--- src/rtl/lfsr_pkg.sv ---
// Shared definitions for the LFSR generator: feedback modes and default tap masks.
package lfsr_pkg;

  typedef enum logic {
    LFSR_FIB = 1'b0,
    LFSR_GAL = 1'b1
  } lfsr_mode_e;

  // Maximal-length tap masks; the top bit is always set so the full width is used.
  localparam logic [7:0]  TAPS_8  = 8'hB8;
  localparam logic [15:0] TAPS_16 = 16'hB400;
  localparam logic [31:0] TAPS_32 = 32'h8020_0003;

endpackage

--- src/rtl/lfsr_gen_if.sv ---
// Control and data bundle between the LFSR generator and its consumer.
interface lfsr_gen_if #(
  parameter int WIDTH = 8
);

  logic             en;
  logic             load;
  logic [WIDTH-1:0] seed_in;
  logic [WIDTH-1:0] out_data;
  logic             out_valid;
  logic             out_ready;
  logic [WIDTH-1:0] step_cnt;
  logic             period_done;
  logic             lockup;

  // Side that controls the generator and consumes its output.
  modport master (
    output en, load, seed_in, out_ready,
    input  out_data, out_valid, step_cnt, period_done, lockup
  );

  // The generator itself.
  modport slave (
    input  en, load, seed_in, out_ready,
    output out_data, out_valid, step_cnt, period_done, lockup
  );

endinterface

--- src/rtl/lfsr_next.sv ---
// Pure combinational next-state function for a Fibonacci or Galois LFSR.
module lfsr_next
  import lfsr_pkg::*;
#(
  parameter int               WIDTH = 8,
  parameter logic [WIDTH-1:0] TAPS  = 8'hB8,
  parameter lfsr_mode_e       MODE  = LFSR_FIB
) (
  input  logic [WIDTH-1:0] state,
  output logic [WIDTH-1:0] next
);

  // Fibonacci shifts left and feeds back the parity of the tapped bits;
  // Galois shifts right and folds the tap mask in when a one falls out.
  always_comb begin
    next = '0;
    if (MODE == LFSR_FIB) begin
      next = {state[WIDTH-2:0], ^(state & TAPS)};
    end else begin
      next = (state >> 1) ^ (state[0] ? TAPS : '0);
    end
  end

endmodule

--- src/rtl/lfsr_gen.sv ---
// LFSR sequence generator with valid/ready output, seed load, period
// detection and automatic recovery from the all-zero lock-up state.
module lfsr_gen
  import lfsr_pkg::*;
#(
  parameter int               WIDTH = 8,
  parameter logic [WIDTH-1:0] TAPS  = 8'hB8,
  parameter lfsr_mode_e       MODE  = LFSR_FIB,
  parameter logic [WIDTH-1:0] SEED  = 8'h01
) (
  input logic       clk,
  input logic       rst,
  lfsr_gen_if.slave bus
);

  logic [WIDTH-1:0] state;
  logic [WIDTH-1:0] start_val;
  logic [WIDTH-1:0] step_cnt;
  logic [WIDTH-1:0] next_state;
  logic             out_valid;
  logic             period_done;
  logic             lockup;
  logic             transfer;
  logic             zero_state;

  lfsr_next #(
    .WIDTH (WIDTH),
    .TAPS  (TAPS),
    .MODE  (MODE)
  ) u_next (
    .state (state),
    .next  (next_state)
  );

  assign transfer   = out_valid & bus.out_ready & bus.en;
  assign zero_state = (state == '0);

  // Sequence state, period tracking and flag pulses; load beats recovery,
  // recovery beats a normal step, and lockup is flagged even when load wins.
  always_ff @(posedge clk or posedge rst) begin
    if (rst) begin
      state       <= SEED;
      start_val   <= SEED;
      step_cnt    <= '0;
      out_valid   <= 1'b0;
      period_done <= 1'b0;
      lockup      <= 1'b0;
    end else begin
      out_valid   <= 1'b1;
      period_done <= 1'b0;
      lockup      <= zero_state;
      if (bus.load) begin
        state     <= bus.seed_in;
        start_val <= bus.seed_in;
        step_cnt  <= '0;
      end else if (zero_state) begin
        state     <= SEED;
        start_val <= SEED;
        step_cnt  <= '0;
      end else if (transfer) begin
        state <= next_state;
        if (next_state == start_val) begin
          period_done <= 1'b1;
          step_cnt    <= '0;
        end else begin
          step_cnt <= step_cnt + WIDTH'(1);
        end
      end
    end
  end

  assign bus.out_data    = state;
  assign bus.out_valid   = out_valid;
  assign bus.step_cnt    = step_cnt;
  assign bus.period_done = period_done;
  assign bus.lockup      = lockup;

endmodule

--- src/flat_wrapper.sv ---
// flat-port wrapper written by rule: the top's interface ports become plain ports
module lfsr_gen_flat import lfsr_pkg::*;
#(
  parameter int               WIDTH = 8,
  parameter logic [WIDTH-1:0] TAPS  = 8'hB8,
  parameter lfsr_mode_e       MODE  = LFSR_FIB,
  parameter logic [WIDTH-1:0] SEED  = 8'h01
)
  (clk, rst, bus_en, bus_load, bus_seed_in, bus_out_ready, bus_out_data, bus_out_valid, bus_step_cnt, bus_period_done, bus_lockup);
  lfsr_gen_if #(.WIDTH(WIDTH)) bus_i ();
  input logic clk;
  input logic rst;
  input wire logic [$bits(bus_i.en)-1:0] bus_en;
  input wire logic [$bits(bus_i.load)-1:0] bus_load;
  input wire logic [$bits(bus_i.seed_in)-1:0] bus_seed_in;
  input wire logic [$bits(bus_i.out_ready)-1:0] bus_out_ready;
  output wire logic [$bits(bus_i.out_data)-1:0] bus_out_data;
  output wire logic [$bits(bus_i.out_valid)-1:0] bus_out_valid;
  output wire logic [$bits(bus_i.step_cnt)-1:0] bus_step_cnt;
  output wire logic [$bits(bus_i.period_done)-1:0] bus_period_done;
  output wire logic [$bits(bus_i.lockup)-1:0] bus_lockup;
  assign bus_i.en = bus_en;
  assign bus_i.load = bus_load;
  assign bus_i.seed_in = bus_seed_in;
  assign bus_i.out_ready = bus_out_ready;
  assign bus_out_data = bus_i.out_data;
  assign bus_out_valid = bus_i.out_valid;
  assign bus_step_cnt = bus_i.step_cnt;
  assign bus_period_done = bus_i.period_done;
  assign bus_lockup = bus_i.lockup;
  lfsr_gen #(.WIDTH(WIDTH), .TAPS(TAPS), .MODE(MODE), .SEED(SEED)) u_core (.clk(clk), .rst(rst), .bus(bus_i));
endmodule
--- config.mk ---
export PLATFORM = sky130hd
export DESIGN_NAME = lfsr_gen_flat
export DESIGN_NICKNAME = d
export VERILOG_FILES = /design/src/rtl/lfsr_pkg.sv /design/src/rtl/lfsr_gen_if.sv /design/src/rtl/lfsr_next.sv /design/src/rtl/lfsr_gen.sv /design/src/flat_wrapper.sv
export SDC_FILE = /design/constraint.sdc
export NUM_CORES = 1
export LEC_CHECK = 0
export CELL_PAD_IN_SITES_DETAIL_PLACEMENT = 0
export CELL_PAD_IN_SITES_GLOBAL_PLACEMENT = 1
export CORE_ASPECT_RATIO = 1.75
export CORE_MARGIN = 2
export CORE_UTILIZATION = 41
export CTS_CLUSTER_SIZE = 25
export DETAILED_ROUTE_END_ITERATION = 10
export PLACE_DENSITY = 0.91
export SETUP_SLACK_MARGIN = 0.3
export SYNTH_ARGS = -nofsm -noshare
export SYNTH_HDL_FRONTEND = slang
export SYNTH_HIERARCHICAL = 1
export SYNTH_SLANG_ARGS = --single-unit
--- constraint.sdc ---
create_clock -name clk -period 4.17 [get_ports clk]
set_input_delay 0.834 -clock clk [delete_from_list [all_inputs] [get_ports clk]]
set_output_delay 0.834 -clock clk [all_outputs]
set_load 0.02 [all_outputs]
==> results of run 1 <==
==> stage by stage <==
step	instance area [µm²]	instances	power [mW]	hold slack (ns)
after CTS	1750	214	0.575	0.482
final	1750	214	0.569	0.478
after detailed placement	1710	210	0.429	0.466
after global placement	1710	210	0.427	0.463
after floorplan	1440	146	0.393	0.454
after global routing	1750	214	0.599	0.501
==> synth_stat cells <==
| master | number |
|---|---|
| xor2_1 | 1 |
| nor2_1 | 2 |
| nor2b_1 | 2 |
| clkbuf_1 | 2 |
| and3_1 | 1 |
| o21a_1 | 2 |
| o221ai_1 | 3 |
| or2_4 | 1 |
| buf_4 | 7 |
| and2_1 | 2 |
| xnor2_1 | 10 |
| a21oi_1 | 6 |
| mux2i_1 | 8 |
| o21ai_0 | 4 |
| o211ai_1 | 2 |
| buf_2 | 1 |
| a31oi_1 | 1 |
| o22ai_1 | 3 |
| inv_1 | 3 |
| nand3_1 | 6 |
| buf_12 | 1 |
| o21ai_2 | 4 |
| nor3b_1 | 1 |
| nor4_1 | 3 |
| dfrtp_1 | 25 |
| nand2_1 | 30 |
| buf_6 | 1 |
| nor3_1 | 3 |
| o21ba_2 | 1 |
| a21oi_2 | 1 |
| nand4_1 | 3 |
| ha_1 | 1 |
| conb_1 | 1 |
| dfstp_2 | 2 |
| or4_4 | 2 |
==> cell type report <==
class / count / area (µm²)
well taps: 45 / 56.3
multi-input cells: 104 / 651
repair buffers: 31 / 310
fillers: 348 / 1610
clock buffers: 4 / 45.0
flip-flops and latches: 27 / 678
inverters: 3 / 11.3
==> layer usage <==
metal / part of all wire / up-vias
met5: 0 / -
met4: 0.0068 / 0
met3: 0.032 / 2
met2: 0.56 / 22
met1: 0.40 / 541
li1: - / 546
==> power by group through the flow <==
stage               Sequential, mW  Combinational, mW  Clock (mW)
global route                 0.305              0.134       0.161
finish                       0.302              0.123       0.145
CTS                          0.302              0.124       0.150
detailed placement           0.307              0.123           0
floorplan                    0.311             0.0818           0
global placement             0.306              0.121           0
==> cells by family (layout without fill, tap and decap cells) <==
kind of cell | Yosys count | count (layout)
AND/OR/NAND/NOR | 56 | 56
adder cells (fa/ha/maj) | 1 | 1
AO/OA/AOI/OAI | 27 | 27
other | 1 | 1
XOR/XNOR | 11 | 11
flip-flops | 27 | 27
multiplexers | 8 | 8
buffers and inverters | 15 | 38
==> registers in the layout (all words and copies together) (netlist names) <==
register,cells
u_core/bus.step_cnt,8
u_core/start_val,8
u_core/bus.out_valid,1
u_core/bus.out_data,8
u_core/bus.lockup,1
u_core/bus.period_done,1
==> final timing paths <==
path | endpoint | start | slack [ns] | cells after the start
max | bus_out_data[0] | u_core/bus.out_data[0] | 1.88 | 1
min | u_core/start_val[0] | u_core/start_val[0] | 0.48 | 2
max reg2reg | u_core/bus.step_cnt[0] | u_core/bus.out_data[3] | 2.09 | 6
min reg2reg | u_core/start_val[0] | u_core/start_val[0] | 0.48 | 2
max in group asynchronous | u_core/start_val[4] | rst | 2.45 | 2
min in group asynchronous | u_core/start_val[3] | rst | 1.10 | 2
==> impl_metrics.ini, run 1 <==
[grt]
antenna_found_initial = 0
grt_util_met1 = 0.174
grt_util_met3 = 0.0270
busiest_layer = met2
grtUsageTotal = 0.163
gr-total-overflow = 0
met2_usage = 0.316
first_global_vias = 1080
grt_first_pass_wirelength_um = 5060
grt_start_max_net_pins = 28

[floorplan]
io_pins = 32
core_mm2 = 0.00336
fp.dieW_um = 48.7
initial_utilization = 0.427
dieArea_mm2 = 0.00401
fp-row-count = 28
die_height_um = 82.3

[power]
power.density_cell_area_mw_per_mm2 = 325
comb_power_share = 0.216
netSwitchingPower_mw = 0.162
cell_internal_pwr_mw = 0.407
leakage_nw = 0.706
p_clk_frac = 0.255
power.share.sequential = 0.530
peakVddDrop_mv = 0.222
p_sw_frac = 0.285

[cts]
cts_root_buf = clkbuf_8
cts_resized = 0
cts_max_path_buffers = 2
h-tree-depth = 1
cts.clk_slew.worst_paths_ns = 0.09
cts_tree = done
ctsHoldBuffers = 0
post-cts-setup-buffers = 0
clock-sinks = 27
cts_made_buffers = 3
insertion_delay_ns = 0.27

[sta]
setup-tns-final_ns = 0
finalCriticalPeriod_ns = 2.29
fin_crit_sh = 0.550
max_freq_mhz = 436
max_slew_margin = 0.321
setup_violations = 0
hold_violations = 0
tightestPinTransition_ns = 1.02
slew_violations = 0
fin_ws_ns = 1.88
rsz0062_at_grt = no
fin_skew_ns = 0.000967

[setup_path]
path_max_fanout = 5
cp_num_buf_inv = 1
crit_path_end_kind = primary output
cp-start-kind = flip-flop
required_ns = 3.34
crit_family = buffers and inverters
cp_cell_sequence = clkdlybuf4s50_1
crit_type = flip-flop to primary output
slowest_delay_ns = 0.62
cp.arrival_ns = 1.46
slowest_stage = clkdlybuf4s50_1

[yosys]
synth_top_family_by_area = simple AND/OR/NAND/NOR gates
synth_top_area_cell = dfrtp_1
synth.avg_cell_area_um2 = 9.84
syn_nets = 160
synthAdderAreaFrac = 0.00871
synth.cell_area_mm2 = 0.00144
synth_compound_area_frac = 0.129
synth_cell_type_count = 35
synth_top_area_frac = 0.436
synth-simple-area-share = 0.190
synthCells = 146
yosys_warnings = 6
synth_area_leaders = dfrtp_1 (44%), nand2_1 (7.8%), xnor2_1 (6.1%)
synthMuxAreaShare = 0.0557
ys_seq_area_frac = 0.472
synth-seq-cells = 27
synthXorXnorAreaFrac = 0.0671

[worst_hold_path]
hold_class = flip-flop to flip-flop

[placed_design]
port_buffers = 31
place_ws_ns = 1.72
place_hpwl_um = 2250
gp_congestion = 0.770

[detailed_routing]
via_per_inst = 5.19
first_pass_iters = 4
finalWirelength_um = 3090
drc = 0
wl_per_cell_um = 14.4
vias = 1111
ant_nets = 0
first_iter_violations = 22

[finish]
final_nets = 184
layout_commonest_cell = clkdlybuf4s50_1
diodes = 0
syn2layout_area_growth_pct = 22.0
drive_above_1_share = 0.0828
fin_util = 0.521
final_cell_mix = clkdlybuf4s50_1 (31), nand2_1 (30), dfrtp_1 (25)

[status]
status = finished, final reports clean

[flow_run]
cap_violations = 0
No activity file was read; power rests on OpenSTA's default activity.
==> run 2: changes to the inputs <==
--- a/config.mk
+++ b/config.mk
@@ -9,10 +9,10 @@
 export CELL_PAD_IN_SITES_GLOBAL_PLACEMENT = 1
 export CORE_ASPECT_RATIO = 1.75
 export CORE_MARGIN = 2
-export CORE_UTILIZATION = 41
+export CORE_UTILIZATION = 38
 export CTS_CLUSTER_SIZE = 25
 export DETAILED_ROUTE_END_ITERATION = 10
-export PLACE_DENSITY = 0.91
+export PLACE_DENSITY = 0.86
 export SETUP_SLACK_MARGIN = 0.3
 export SYNTH_ARGS = -nofsm -noshare
 export SYNTH_HDL_FRONTEND = slang
==> constraint.sdc (replaced) <==
create_clock -name clk -period 2.2 [get_ports clk]
set_input_delay 0.44 -clock clk [delete_from_list [all_inputs] [get_ports clk]]
set_output_delay 0.44 -clock clk [all_outputs]
set_load 0.02 [all_outputs]
==> impl_metrics.ini, run 2 (synthesized netlist as in run 1, its figures left out) <==
[status]
status = finished, final reports clean

[setup_path]
cp.arrival_ns = 1.41
cp_num_buf_inv = 2
crit_type = flip-flop to primary output
path_max_fanout = 5
slowest_stage = clkdlybuf4s50_1
slowest_delay_ns = 0.60
cp-start-kind = flip-flop
cp_cell_sequence = buf_4, clkdlybuf4s50_1
crit_family = buffers and inverters
required_ns = 1.76
crit_path_end_kind = primary output

[detailed_routing]
via_per_inst = 5.11
first_iter_violations = 19
wl_per_cell_um = 14.6
finalWirelength_um = 3240
first_pass_iters = 4
drc = 0
ant_nets = 0
vias = 1130

[grt]
antenna_found_initial = 0
first_global_vias = 1186
gr-total-overflow = 0
grt_first_pass_wirelength_um = 5340
grt_start_max_net_pins = 28
grtUsageTotal = 0.163

[cts]
cts_max_path_buffers = 2
cts_root_buf = clkbuf_8
h-tree-depth = 1
cts_made_buffers = 3
cts.clk_slew.worst_paths_ns = 0.09
ctsHoldBuffers = 0
insertion_delay_ns = 0.27
post-cts-setup-buffers = 0
cts_tree = done
clock-sinks = 27

[placed_design]
gp_congestion = 0.764
place_hpwl_um = 2330
place_area_mm2 = 0.00175
port_buffers = 31

[floorplan]
fp.dieW_um = 50.5
die_height_um = 85.3
dieArea_mm2 = 0.00431
io_pins = 32
fp-row-count = 29
initial_utilization = 0.396
core_mm2 = 0.00363

[sta]
whs_ns = 0.486
slew_violations = 0
fin_crit_sh = 0.841
max_freq_mhz = 541
finalCriticalPeriod_ns = 1.85
hold_violations = 0
setup_violations = 0
setup-tns-final_ns = 0
rsz0062_at_grt = no
fin_skew_ns = 0.00353

[power]
power.density_cell_area_mw_per_mm2 = 609
leakage_nw = 0.745
peakVddDrop_mv = 0.479

[finish]
ff_latch_area_um2 = 678
final_nets = 190
n_fill_cell = 363
layout_commonest_cell = nand2_1
diodes = 0
fin_area_mm2 = 0.00180
drive_above_1_share = 0.120
syn2layout_area_growth_pct = 25.5
final_cell_mix = nand2_1 (30), clkdlybuf4s50_1 (29), dfrtp_1 (25)
multiInputGateArea_um2 = 651

[flow_run]
cap_violations = 0

[worst_hold_path]
hold_class = flip-flop to flip-flop
-- run 2: changes by cell type in the layout (fill, tap and decap cells not counted) --
| cell | previous run | this run |
|---|---|---|
| clkdlybuf4s50_1 | 31 | 29 |
| buf_4 | 0 | 6 |
| dlygate4sd2_1 | 0 | 1 |
| clkbuf_1 | 1 | 0 |
| dlymetal6s2s_1 | 0 | 1 |
| clkinvlp_4 | 0 | 1 |
-- run 2: path summary, 6_finish.rpt --
kind | start | endpoint | slack (ns) | cells past startpoint
worst max-delay path | u_core/bus.out_data[3] | bus_out_data[3] | 0.35 | 2
max in group asynchronous | rst | u_core/bus.out_data[0] | 1.38 | 3
worst min-delay path | u_core/start_val[0] | u_core/start_val[0] | 0.49 | 2
worst min register to register | u_core/start_val[0] | u_core/start_val[0] | 0.49 | 2
worst max register to register | u_core/bus.out_data[4] | u_core/bus.step_cnt[6] | 0.43 | 7
min in group asynchronous | rst | u_core/bus.step_cnt[0] | 0.52 | 3
-- run 2: where the power goes --
group,total (mW),internal (mW),switching [mW]
Clock,0.283,0.128,0.155
Combinational,0.247,0.119,0.128
Sequential,0.569,0.531,0.0378
Total,1.10,0.778,0.320
-- run 2: per-stage QoR --
step	utilization	setup slack (ns)	power, mW	cells
6_report	0.497	0.350	1.10	221
5_1_grt	0.497	0.302	1.16	221
4_1_cts	0.496	0.327	1.11	221
3_5_place_dp	0.483	0.299	0.826	217
3_3_place_gp	0.483	0.337	0.821	217
2_1_floorplan	-	0.425	0.745	146
-- run 2: area by class of cell --
cell class | count | area share
well taps | 46 | 0.0319
clock inverters | 1 | 0.00416
clock buffers | 3 | 0.0229
flip-flops and latches | 27 | 0.376
multi-input cells | 104 | 0.361
repair buffers | 37 | 0.198
inverters | 3 | 0.00625
-- run 2: what timing repair did --
action,in CTS,in global routing
gates resized for setup,1,1
hold endpoints to repair,0,0
setup endpoints to repair,1,1
cloned,0,0
pin swaps,0,0
-- run 2: per-layer routing --
layer / track usage / up-vias / share of wire / wire, µm
met1: 0.169 / 552 / 0.40 / 1310
li1: - / 559 / - / -
met4: 0.0590 / 0 / 0.0074 / 24
met2: 0.319 / 17 / 0.57 / 1850
met3: 0.0211 / 2 / 0.018 / 57
met5: 0 / - / 0 / 0
-- run 2: worst register-to-register path, stage by stage, from the launching register on --
cell	delay, ns
dfrtp_1	0.47
xnor2_1	0.18
xnor2_1	0.26
xnor2_1	0.16
nand4_1	0.10
buf_4	0.18
o221ai_1	0.19
a31oi_1	0.11
